File: src/rtl/axi_ram_slave.sv
// ---------------------------------------------------------------------------
// axi_ram_slave
// AXI4 slave that serves write and read bursts from a single-port synchronous
// RAM, one transaction at a time. Used as an on-chip external-memory model.
//
// Ports
//   clk_i, cke_i, arst_n_i        clock, clock enable (0 freezes everything),
//                                 asynchronous active-low reset
//   axi_aw*/axi_w*/axi_b*         AXI4 write address / data / response
//   axi_ar*/axi_r*                AXI4 read address / data
//   mem_en_o, mem_wstrb_o,        RAM port: strobe, byte enables (0 = read),
//   mem_addr_o, mem_wdata_o       word address, write data
//   mem_rdata_i                   RAM read data, valid the cycle after a read
// ---------------------------------------------------------------------------
module axi_ram_slave #(
  parameter int ADDR_WIDTH   = 32,
  parameter int DATA_WIDTH   = 32,
  parameter int STRB_WIDTH   = DATA_WIDTH / 8,
  parameter int AXI_ID_WIDTH = 8,
  parameter int MEM_ADDR_W   = 12
) (
  input  logic                    clk_i,
  input  logic                    cke_i,
  input  logic                    arst_n_i,
  input  logic [AXI_ID_WIDTH-1:0] axi_awid_i,
  input  logic [ADDR_WIDTH-1:0]   axi_awaddr_i,
  input  logic [7:0]              axi_awlen_i,
  input  logic [2:0]              axi_awsize_i,
  input  logic [1:0]              axi_awburst_i,
  input  logic                    axi_awvalid_i,
  output logic                    axi_awready_o,
  input  logic [DATA_WIDTH-1:0]   axi_wdata_i,
  input  logic [STRB_WIDTH-1:0]   axi_wstrb_i,
  input  logic                    axi_wlast_i,
  input  logic                    axi_wvalid_i,
  output logic                    axi_wready_o,
  output logic [AXI_ID_WIDTH-1:0] axi_bid_o,
  output logic [1:0]              axi_bresp_o,
  output logic                    axi_bvalid_o,
  input  logic                    axi_bready_i,
  input  logic [AXI_ID_WIDTH-1:0] axi_arid_i,
  input  logic [ADDR_WIDTH-1:0]   axi_araddr_i,
  input  logic [7:0]              axi_arlen_i,
  input  logic [2:0]              axi_arsize_i,
  input  logic [1:0]              axi_arburst_i,
  input  logic                    axi_arvalid_i,
  output logic                    axi_arready_o,
  output logic [AXI_ID_WIDTH-1:0] axi_rid_o,
  output logic [DATA_WIDTH-1:0]   axi_rdata_o,
  output logic [1:0]              axi_rresp_o,
  output logic                    axi_rlast_o,
  output logic                    axi_rvalid_o,
  input  logic                    axi_rready_i,
  output logic                    mem_en_o,
  output logic [STRB_WIDTH-1:0]   mem_wstrb_o,
  output logic [MEM_ADDR_W-1:0]   mem_addr_o,
  output logic [DATA_WIDTH-1:0]   mem_wdata_o,
  input  logic [DATA_WIDTH-1:0]   mem_rdata_i
);

  localparam int BYTE_LSB = $clog2(STRB_WIDTH);

  typedef enum logic [2:0] {S_IDLE, S_WDATA, S_WRESP, S_RWAIT, S_RDATA} state_t;

  state_t                  state_q, state_d;
  logic                    prio_rd_q, prio_rd_d;
  logic [AXI_ID_WIDTH-1:0] id_q, id_d;
  logic [MEM_ADDR_W-1:0]   addr_q, addr_d;
  logic [7:0]              len_q, len_d;
  logic [7:0]              cnt_q, cnt_d;
  logic                    fixed_q, fixed_d;
  logic                    err_q, err_d;
  logic [DATA_WIDTH-1:0]   rdata_q, rdata_d;
  logic                    rlast_q, rlast_d;

  logic [MEM_ADDR_W-1:0]   aw_word, ar_word, addr_next;
  logic                    last_beat;

  // axsize and the address bits outside the RAM window are intentionally ignored.
  logic unused_ok;
  assign unused_ok = ^{axi_awsize_i, axi_arsize_i,
                       axi_awaddr_i[ADDR_WIDTH-1:MEM_ADDR_W+BYTE_LSB], axi_awaddr_i[BYTE_LSB-1:0],
                       axi_araddr_i[ADDR_WIDTH-1:MEM_ADDR_W+BYTE_LSB], axi_araddr_i[BYTE_LSB-1:0]};

  assign aw_word   = axi_awaddr_i[MEM_ADDR_W+BYTE_LSB-1:BYTE_LSB];
  assign ar_word   = axi_araddr_i[MEM_ADDR_W+BYTE_LSB-1:BYTE_LSB];
  // INCR and WRAP both simply increment; the word address wraps at RAM depth.
  assign addr_next = fixed_q ? addr_q : addr_q + 1'b1;
  assign last_beat = (cnt_q == len_q);

  // Payload outputs come straight from registers so they stay stable under back-pressure.
  assign axi_bid_o   = id_q;
  assign axi_bresp_o = {err_q, 1'b0};
  assign axi_rid_o   = id_q;
  assign axi_rdata_o = rdata_q;
  assign axi_rresp_o = 2'b00;
  assign axi_rlast_o = rlast_q;

  always_comb begin
    state_d       = state_q;
    prio_rd_d     = prio_rd_q;
    id_d          = id_q;
    addr_d        = addr_q;
    len_d         = len_q;
    cnt_d         = cnt_q;
    fixed_d       = fixed_q;
    err_d         = err_q;
    rdata_d       = rdata_q;
    rlast_d       = rlast_q;
    axi_awready_o = 1'b0;
    axi_arready_o = 1'b0;
    axi_wready_o  = 1'b0;
    axi_bvalid_o  = 1'b0;
    axi_rvalid_o  = 1'b0;
    mem_en_o      = 1'b0;
    mem_wstrb_o   = '0;
    mem_addr_o    = addr_q;
    mem_wdata_o   = axi_wdata_i;

    // With the clock disabled nothing may handshake, so every ready/valid stays low.
    if (cke_i) begin
      unique case (state_q)
        S_IDLE: begin
          // Round-robin between AW and AR; the two readies are never both high
          // while both valids are asserted.
          axi_awready_o = ~axi_arvalid_i | ~prio_rd_q;
          axi_arready_o = ~axi_awvalid_i | prio_rd_q;
          if (axi_awvalid_i && axi_awready_o) begin
            id_d      = axi_awid_i;
            addr_d    = aw_word;
            len_d     = axi_awlen_i;
            fixed_d   = (axi_awburst_i == 2'b00);
            cnt_d     = 8'd0;
            err_d     = 1'b0;
            prio_rd_d = 1'b1;
            state_d   = S_WDATA;
          end else if (axi_arvalid_i && axi_arready_o) begin
            id_d       = axi_arid_i;
            addr_d     = ar_word;
            len_d      = axi_arlen_i;
            fixed_d    = (axi_arburst_i == 2'b00);
            cnt_d      = 8'd0;
            prio_rd_d  = 1'b0;
            mem_en_o   = 1'b1;
            mem_addr_o = ar_word;
            state_d    = S_RWAIT;
          end
        end
        S_WDATA: begin
          axi_wready_o = 1'b1;
          if (axi_wvalid_i) begin
            mem_en_o    = 1'b1;
            mem_wstrb_o = axi_wstrb_i;
            addr_d      = addr_next;
            cnt_d       = cnt_q + 8'd1;
            // Length comes from awlen; a misplaced wlast only flags SLVERR.
            if (axi_wlast_i != last_beat) err_d = 1'b1;
            if (last_beat) state_d = S_WRESP;
          end
        end
        S_WRESP: begin
          axi_bvalid_o = 1'b1;
          if (axi_bready_i) state_d = S_IDLE;
        end
        S_RWAIT: begin
          rdata_d = mem_rdata_i;
          rlast_d = last_beat;
          state_d = S_RDATA;
        end
        S_RDATA: begin
          axi_rvalid_o = 1'b1;
          if (axi_rready_i) begin
            if (rlast_q) begin
              state_d = S_IDLE;
            end else begin
              // Prefetch the next beat while the current one is accepted.
              mem_en_o   = 1'b1;
              mem_addr_o = addr_next;
              addr_d     = addr_next;
              cnt_d      = cnt_q + 8'd1;
              state_d    = S_RWAIT;
            end
          end
        end
        default: state_d = S_IDLE;
      endcase
    end
  end

  always_ff @(posedge clk_i or negedge arst_n_i) begin
    if (!arst_n_i) begin
      state_q   <= S_IDLE;
      prio_rd_q <= 1'b0;
      id_q      <= '0;
      addr_q    <= '0;
      len_q     <= '0;
      cnt_q     <= '0;
      fixed_q   <= 1'b0;
      err_q     <= 1'b0;
      rdata_q   <= '0;
      rlast_q   <= 1'b0;
    end else if (cke_i) begin
      state_q   <= state_d;
      prio_rd_q <= prio_rd_d;
      id_q      <= id_d;
      addr_q    <= addr_d;
      len_q     <= len_d;
      cnt_q     <= cnt_d;
      fixed_q   <= fixed_d;
      err_q     <= err_d;
      rdata_q   <= rdata_d;
      rlast_q   <= rlast_d;
    end
  end

endmodule
File: config.mk
export PLATFORM = sky130hd
export DESIGN_NAME = axi_ram_slave
export DESIGN_NICKNAME = d
export VERILOG_FILES = /design/src/rtl/axi_ram_slave.sv
export SDC_FILE = /design/constraint.sdc
export NUM_CORES = 1
export LEC_CHECK = 0
export ABC_AREA = 1
export CAP_MARGIN = 20
export CORE_MARGIN = 5
export CORE_UTILIZATION = 39
export CTS_BUF_LIST = sky130_fd_sc_hd__clkbuf_16
export CTS_CLUSTER_SIZE = 30
export DETAILED_ROUTE_END_ITERATION = 8
export PLACE_DENSITY = 0.81
export SKIP_LAST_GASP = 1
export SLEW_MARGIN = 20
export SYNTH_ARGS = -nofsm -noshare
export SYNTH_HDL_FRONTEND = slang
export SYNTH_SLANG_ARGS = --single-unit
File: constraint.sdc
create_clock -name clk_i -period 2.8 [get_ports clk_i]
set_input_delay 0.84 -clock clk_i [delete_from_list [all_inputs] [get_ports clk_i]]
set_output_delay 0.84 -clock clk_i [all_outputs]
set_load 0.02 [all_outputs]
Yosys cells after proc, flatten, opt, wreduce, memory -nomap -nowiden --
Cells that the tools add are included.
Storage, ports and cells: flip-flop bits (word level) 75, output and inout port bits 107, input bits 183
Operators by class: mux-type cells 56, reductions and logical operators 14, eq/ne operators 14, add/subtract/negate cells 2, bitwise logic cells 5
Operators by type and width (count):
- $mux W12 | 8
- $mux W8 | 9
- $pmux W12 S3 | 1
- $pmux W12 S2 | 1
- $pmux W8 S3 | 1
- $mux W1 | 23
- $mux W3 | 6
- $pmux W3 S5 | 1
- $ne A2 B2 Y1 const B | 7
- $add A12 B1 Y12 const B | 1
- $mux W4 | 3
- $reduce_and A6 Y1 | 2
- $add A8 B1 Y8 const B | 1
- $eq A8 B8 Y1 | 1
- $eq A3 B2 Y1 const B | 2
- $reduce_and A3 Y1 | 2
- $reduce_and A5 Y1 | 1
- $logic_not A2 Y1 | 2
- $reduce_bool A2 Y1 | 2
- $eq A3 B1 Y1 const B | 1
- $eq A3 B3 Y1 const B | 1
- $logic_not A3 Y1 | 1
- $ne A3 B3 Y1 const B | 1
- $not A1 Y1 | 3
- 8 further kinds | 10

Longest topological paths before layout --
Gate-level depths: netlist of run 1.
depth after elaboration 7, mapped depth 11, mapped depth without buffers 11

Worst setup path after synthesis of run 1 --
No wires, ideal clock.
kind input -> output, start input port axi_awvalid_i, end output port mem_addr_o[11], arrival time 1.919 ns, stages 7, setup slack 0.041 ns, data required time 1.960 ns, path through nand2_1 -> nand2_1 -> clkbuf_1 -> o21ai_0 -> o21ai_0 -> inv_1 -> a21oi_1
On the way: word-level cells in the longest chain between the ends 7
RTL lines:
- start: declaration | RTL line 30 | input logic axi_awvalid_i,
- $not A1 Y1 | RTL line 127 | axi_arready_o = ~axi_awvalid_i | prio_rd_q;
- $or A1 B1 Y1 | RTL line 127
- $logic_and A1 B1 Y1 | RTL line 137 | end else if (axi_arvalid_i && axi_arready_o) begin
- $mux W12
- $mux W12 (*) | RTL line 128 | if (axi_awvalid_i && axi_awready_o) begin
- $pmux W12 S2 (*) | RTL line 122 | unique case (state_q)
- $mux W12 (*) | RTL line 121 | if (cke_i) begin
- end: declaration | RTL line 56 | output logic [MEM_ADDR_W-1:0] mem_addr_o,
Mark *: on every way between the ends. The rest lies on a longest branch, timed or not.

Final worst setup path of run 1 --
start input port axi_araddr_i[6], end output port mem_addr_o[4]
On the way: word-level cells in the longest chain between the ends 4
RTL lines:
- start: declaration | RTL line 42 | input logic [ADDR_WIDTH-1:0] axi_araddr_i,
- $mux W12
- $mux W12 | RTL line 128
- $pmux W12 S2 | RTL line 122
- $mux W12 | RTL line 121
Every way passes these cells.

==> run summary, run 1 <==
Global Route Usage Sum -> 22.3%
Post-synth top cells -> nand2_1, dfrtp_1, nor2_1
largest net degree at the start of global routing -> 46
Initial Util -> 39.5%
period utilization -> 99.8%
critical path peak fanout -> 2
kind of critical path -> in2out
Clk Latency, worst-skew pair -> 0.33 ns
maximum resistive drop on vdd -> 0.601 mV
sequential power share -> 24.6%
GRT Residual Overflow -> 0
fraction of layout cells with a size suffix above 1 -> 23.4%
Final setup viols -> 0
DIE AREA -> 15100 um^2
clock skew -> 0.00728 ns
post-layout instance area -> 7520 um^2
Synth async-reset ratio -> 100%
row cnt -> 41
number of synthesized flops with an enable pin -> 0
count of state elements after synthesis -> 75
Final GP Congestion -> 0.931
Critical path buffers and inverters -> 2
RSZ-0062 raised after global routing -> true
PwrDens -> 1050 nW/um^2
I/O Buffers -> 176
Synth top area share -> 37.8%
DP HPWL -> 12100 um
CP top delay family -> buffers and inverters
CP startpoint kind -> primary input
vias in the first global route -> 5480
I/O pins -> 290
Die Ht -> 123 um
Yosys top cell by area -> dfrtp_1
Avg Inst Size Synth -> 7.48 um^2
Area contributors post-synth -> dfrtp_1, nand2_1, mux2_2
Pint -> 4450 uW
combinational share of power -> 60.7%
max incr delay on CP -> 0.40 ns
clock-pin slew on the worst setup and hold paths -> 0.06 ns
routed len/inst -> 16.1 um
Starting DRT DRC Count -> 371
Synth Instances -> 664
CTS root buf -> clkbuf_16
data arrival time of the critical path -> 1.96 ns
Critical Path Sink Type -> primary output
sw power -> 3420 uW
Core Box Area -> 12600 um^2
CTS tree -> built
routed wire length -> 16700 um
Area growth, synth to finish -> 51.4%
max cap viols -> 0
Die W -> 123 um
initial antenna violation count -> 1
slowest stage cell, crit path -> clkdlybuf4s50_1
vias per cell -> 5.02
Antenna Nets Post-Route -> 0
Final WS setup -> 0.00459 ns
H-tree levels -> 3
first-pass detailed-route iteration total -> 5
Leak -> 0.00355 uW
CTS Buffer Depth -> 2
Switching Share -> 43.4%
Unique masters post-synth -> 39
Slew Viols, Final -> 0
Fin. Hold Viols -> 0
pre-CTS setup slack -> -0.917 ns
first-pass GRT wire length -> 26500 um
status -> finished clean
Seq/Total Area, Yosys -> 37.8%
minimum clock period -> 2.80 ns
f_max -> 358 MHz
min-delay worst type -> in2async
Yosys Warn Count -> 0
top-count cell post-synth -> nand2_1
DRC -> 0
Clk pwr share -> 14.7%
ys flop type -> dfrtp_1
critical path required time -> 1.96 ns
CP Cell Sequence -> clkdlybuf4s50_1, or2_2, nand3_1, o221ai_1, buf_4
fin nets -> 1047
Cell Area, Synth -> 4960 um^2
CTS Sinks -> 75
Vias -> 5224
Placed Area -> 7000 um^2
CTS buffer count -> 9
final cells by class:
class / instances / area, um^2
fill: 1091 / 5050
multi-input combinational: 459 / 2540
timing repair buffer: 254 / 2350
sequential: 75 / 1880
inverter: 63 / 241
clock buffer: 9 / 225
tap: 172 / 215
clock inverter: 7 / 67.6
antenna: 2 / 5.00
stage by stage:
| stage | hold slack, ns | total power (uW) | std cells | util [%] | TNS, ns |
|---|---|---|---|---|---|
| floorplan | 0.443 | 4550 | 666 | - | 0 |
| finish | 0.440 | 7870 | 1041 | 59.8 | 0 |
| global placement | 0.466 | 6400 | 1009 | 55.7 | -15.31 |
| global route | 0.462 | 8420 | 1040 | 59.8 | -0.122 |
| CTS | 0.453 | 7750 | 1037 | 58.8 | 0 |
| detailed placement | 0.485 | 6480 | 1009 | 55.7 | -15.73 |
cells by family (layout without fill, tap and decap cells):
| logic type | after synthesis | count (layout) | share of synthesized area (%) |
|---|---|---|---|
| compound gates | 100 | 100 | 12.1 |
| xor+xnor | 11 | 11 | 1.94 |
| fa+ha+maj | 2 | 2 | 0.504 |
| buf+inv | 132 | 333 | 14.1 |
| flops | 75 | 75 | 37.8 |
| mux | 32 | 32 | 7.26 |
| other cells | 1 | 5 | 0.0756 |
| simple gates | 311 | 311 | 26.2 |
what timing repair did:
action / in CTS / in global routing
setup endpoints to repair: 22 / 20
resized for setup: 126 / 51
buffers inserted: 11 / 2
pin swaps: 6 / 15
hold buffers: 0 / 0
gates cloned: 1 / 0
final timing paths:
check                                 from         endpoint  slack (ns)  cells after the start
setup reg to reg                 prio_rd_q       addr_q[10]        0.24                     21
setup / recovery           axi_araddr_i[6]    mem_addr_o[4]       0.005                      5
min in group clk_i                   err_q            err_q        0.49                      2
max in group asynchronous         arst_n_i   axi_rdata_o[7]        1.75                      2
hold reg to reg                      err_q            err_q        0.49                      2
hold / removal                    arst_n_i  axi_rdata_o[30]        0.44                      1
layer usage:
layer  part of all wire [%]  track usage, %  up-vias
met2                     47            36.3      289
met4                    3.8            9.73        0
met1                     37            25.7     2382
met3                     12            9.03       48
li1                       -               -     2505
met5                      0               0        -
cells in the final DEF, fill, tap and decap left out, types with 5 or more instances in the layout:
master           instances
xor2_1                   5
nand2_1                176
buf_6                   10
mux2_2                  32
nand3_1                 32
o21ai_1                 14
a21oi_2                  6
xnor2_1                  5
inv_1                   54
a31oi_1                 18
o21ai_0                 14
o211ai_1                 7
inv_2                    8
nand2_2                  8
buf_4                   81
clkbuf_16                9
nand4_1                  6
dfrtp_1                 75
a21oi_1                 22
nor2_1                  64
buf_2                    6
clkdlybuf4s50_1        143
registers in the layout, summed over array words and instances, names as in the netlist, 3 cells and up:
| signal | count |
|---|---|
| axi_bid_o | 8 |
| addr_q | 12 |
| state_q | 3 |
| len_q | 8 |
| cnt_q | 8 |
| axi_rdata_o | 32 |
power by group through the flow:
stage	registers, uW	logic [uW]	clock network, uW
2_1_floorplan	2260	2290	0
3_3_place_gp	1920	4480	0
3_5_place_dp	1950	4540	0
4_1_cts	1940	4630	1180
5_1_grt	2010	5180	1230
6_report	1930	4780	1160
(Power assumes the default switching activity.)
==> run 2: changes to the inputs <==
Settings changed: GPL_TIMING_DRIVEN set to 0, MAX_ROUTING_LAYER set to met4.
==> run 2 against run 1 <==
- the flow now finishes with violations (negative setup slack)
- worst hold slack better by 0.032 ns
- via count up 12%
- combinational power grew 8.2%
- largest power group unchanged
==> run summary, run 2 (same netlist as run 1, synthesis figures left out) <==
Switching Share -> 44.9%
I/O pins -> 290
GRT Residual Overflow -> 0
Initial Util -> 39.5%
DRC -> 0
Area growth, synth to finish -> 66.6%
min-delay worst type -> in2async
Die Ht -> 123 um
RSZ-0062 raised after global routing -> true
sequential power share -> 24.1%
Rel. slew slack -> 58.9%
initial antenna violation count -> 1
maximum resistive drop on vdd -> 0.564 mV
largest net degree at the start of global routing -> 41
most frequent cells in the layout -> clkdlybuf4s50_1, nand2_1, buf_4
Antenna Nets Post-Route -> 0
CP top delay family -> compound AO/OA/AOI/OAI gates
max incr delay on CP -> 0.20 ns
most common cell after layout, fill and taps aside -> clkdlybuf4s50_1
critical path required time -> 1.96 ns
routed len/inst -> 17.9 um
Most common cell on crit path -> nand2_8
row cnt -> 41
Vias -> 5829
Final GP Congestion -> 0.991
data arrival time of the critical path -> 2.06 ns
first-pass GRT wire length -> 29000 um
fin nets -> 1111
DIE AREA -> 15100 um^2
Die W -> 123 um
combinational share of power -> 61.9%
period utilization -> 103%
CP Cell Sequence -> buf_8, nand2_8, nand2_8, clkbuf_16, nand2_4, o211ai_1, o21ai_1, nand2_1, o21ai_4, buf_6
CTS tree -> built
routed wire length -> 19800 um
status -> finished with violations
Final setup viols -> 9
Critical Path Sink Type -> primary output
PwrDens -> 1010 nW/um^2
Slew Viols, Final -> 0
filler instances -> 990
CTS root buf -> clkbuf_16
clock skew -> 0.0131 ns
Fin. Hold Viols -> 0
I/O Buffers -> 207
first-pass detailed-route iteration total -> 9
post-layout instance area -> 8270 um^2
CTS Sinks -> 75
Clk pwr share -> 14.0%
Pint -> 4600 uW
Largest register FFs -> 32
vias per cell -> 5.28
Clk Latency, worst-skew pair -> 0.34 ns
H-tree levels -> 3
Global Route Usage Sum -> 25.5%
pre-CTS setup slack -> -1.47 ns
critical path peak fanout -> 6
f_max -> 345 MHz
max cap viols -> 0
Critical path buffers and inverters -> 3
hold bufs inserted after CTS -> 0
kind of critical path -> in2out
Placed Area -> 7280 um^2
Leak -> 0.00384 uW
fin util -> 65.8%
minimum clock period -> 2.90 ns
fraction of layout cells with a size suffix above 1 -> 26.1%
Starting DRT DRC Count -> 484
vias in the first global route -> 5857
Worst-Margin Slew -> 0.616 ns
CTS buffer count -> 9
sw power -> 3750 uW
Core Box Area -> 12600 um^2
slowest stage cell, crit path -> o21ai_1
Final WS setup -> -0.0957 ns
DP HPWL -> 13000 um
failing checks -> negative setup slack
clock-pin slew on the worst setup and hold paths -> 0.06 ns
CP startpoint kind -> primary input
CTS Buffer Depth -> 2
run 2: changes by cell type in the layout (fill, tap and decap cells not counted), moves of 3 or more:
cell,change
o22ai_2,+4
o22ai_1,-4
buf_2,+4
clkbuf_1,+5
clkdlybuf4s50_1,+33
buf_4,+14
nand2_1,-3
buf_8,+3
nor2_4,+3
clkbuf_8,+5
run 2: final timing paths:
kind / from / end / slack, ns / depth (start not counted)
setup / recovery: axi_awvalid_i / mem_addr_o[0] / -0.1 / 10
setup reg to reg: prio_rd_q / addr_q[10] / 0.06 / 21
hold reg to reg: err_q / err_q / 0.49 / 2
min in group clk_i: err_q / err_q / 0.49 / 2
max in group asynchronous: arst_n_i / state_q[1] / 1.71 / 2
hold / removal: arst_n_i / axi_rdata_o[24] / 0.47 / 1
run 2: what timing repair did:
item / CTS / global route
gates cloned: 3 / 0
hold endpoints to repair: 0 / 0
pin swaps: 20 / 19
endpoints found under the setup margin: 22 / 20
resized for setup: 178 / 49
buffers inserted: 29 / 9
run 2: cell type report:
cell class / count / area, um^2 / share of cell area, %
Clock inverter: 6 / 66.3 / 0.802
Sequential cell: 75 / 1880 / 22.7
Clock buffer: 9 / 225 / 2.72
Timing Repair Buffer: 249 / 2430 / 29.4
Tap cell: 172 / 215 / 2.60
Antenna cell: 1 / 2.50 / 0.0303
Multi-Input combinational cell: 459 / 2680 / 32.4
Buffer: 69 / 532 / 6.43
Inverter: 63 / 240 / 2.91
run 2: per-stage QoR:
stage | setup TNS [ns] | hold WS, ns | total power, uW | instances
after floorplan | 0 | 0.443 | 4550 | 666
after global placement | -163.60 | 0.467 | 6300 | 1045
after detailed placement | -22.13 | 0.467 | 6390 | 1046
after CTS | -0.0104 | 0.483 | 7910 | 1093
after global routing | -1.06 | 0.502 | 8800 | 1103
final | -0.321 | 0.471 | 8350 | 1103
run 2: power by group through the flow:
stage	clock [uW]	sequential (uW)	combinational (uW)
after floorplan	0	2260	2290
after global placement	0	1960	4330
after detailed placement	0	1980	4400
after CTS	1180	1970	4760
after global routing	1230	2080	5490
final	1170	2010	5170
run 2: worst reg2reg max path: stages, from the launching register on:
cell     delay (ns)
dfrtp_1        0.40
inv_1          0.15
nand2_8        0.11
nand2_8        0.07
buf_4          0.14
nand2_1        0.08
nand2_2        0.07
buf_4          0.13
buf_4          0.12
buf_4          0.12
buf_4          0.12
buf_4          0.12
buf_4          0.12
buf_4          0.13
buf_4          0.13
buf_4          0.12
buf_4          0.12
buf_4          0.12
nand2_2        0.06
a21oi_2        0.06
nand3_1        0.08
and2_1         0.11
run 2: layer usage:
metal  track usage (%)  wire [um]  up-vias
met5                 -          0        -
met4              11.7        879        0
met3              8.53       2490       86
met2              40.0       9370      442
met1              29.5       7020     2667
li1                  -          -     2634
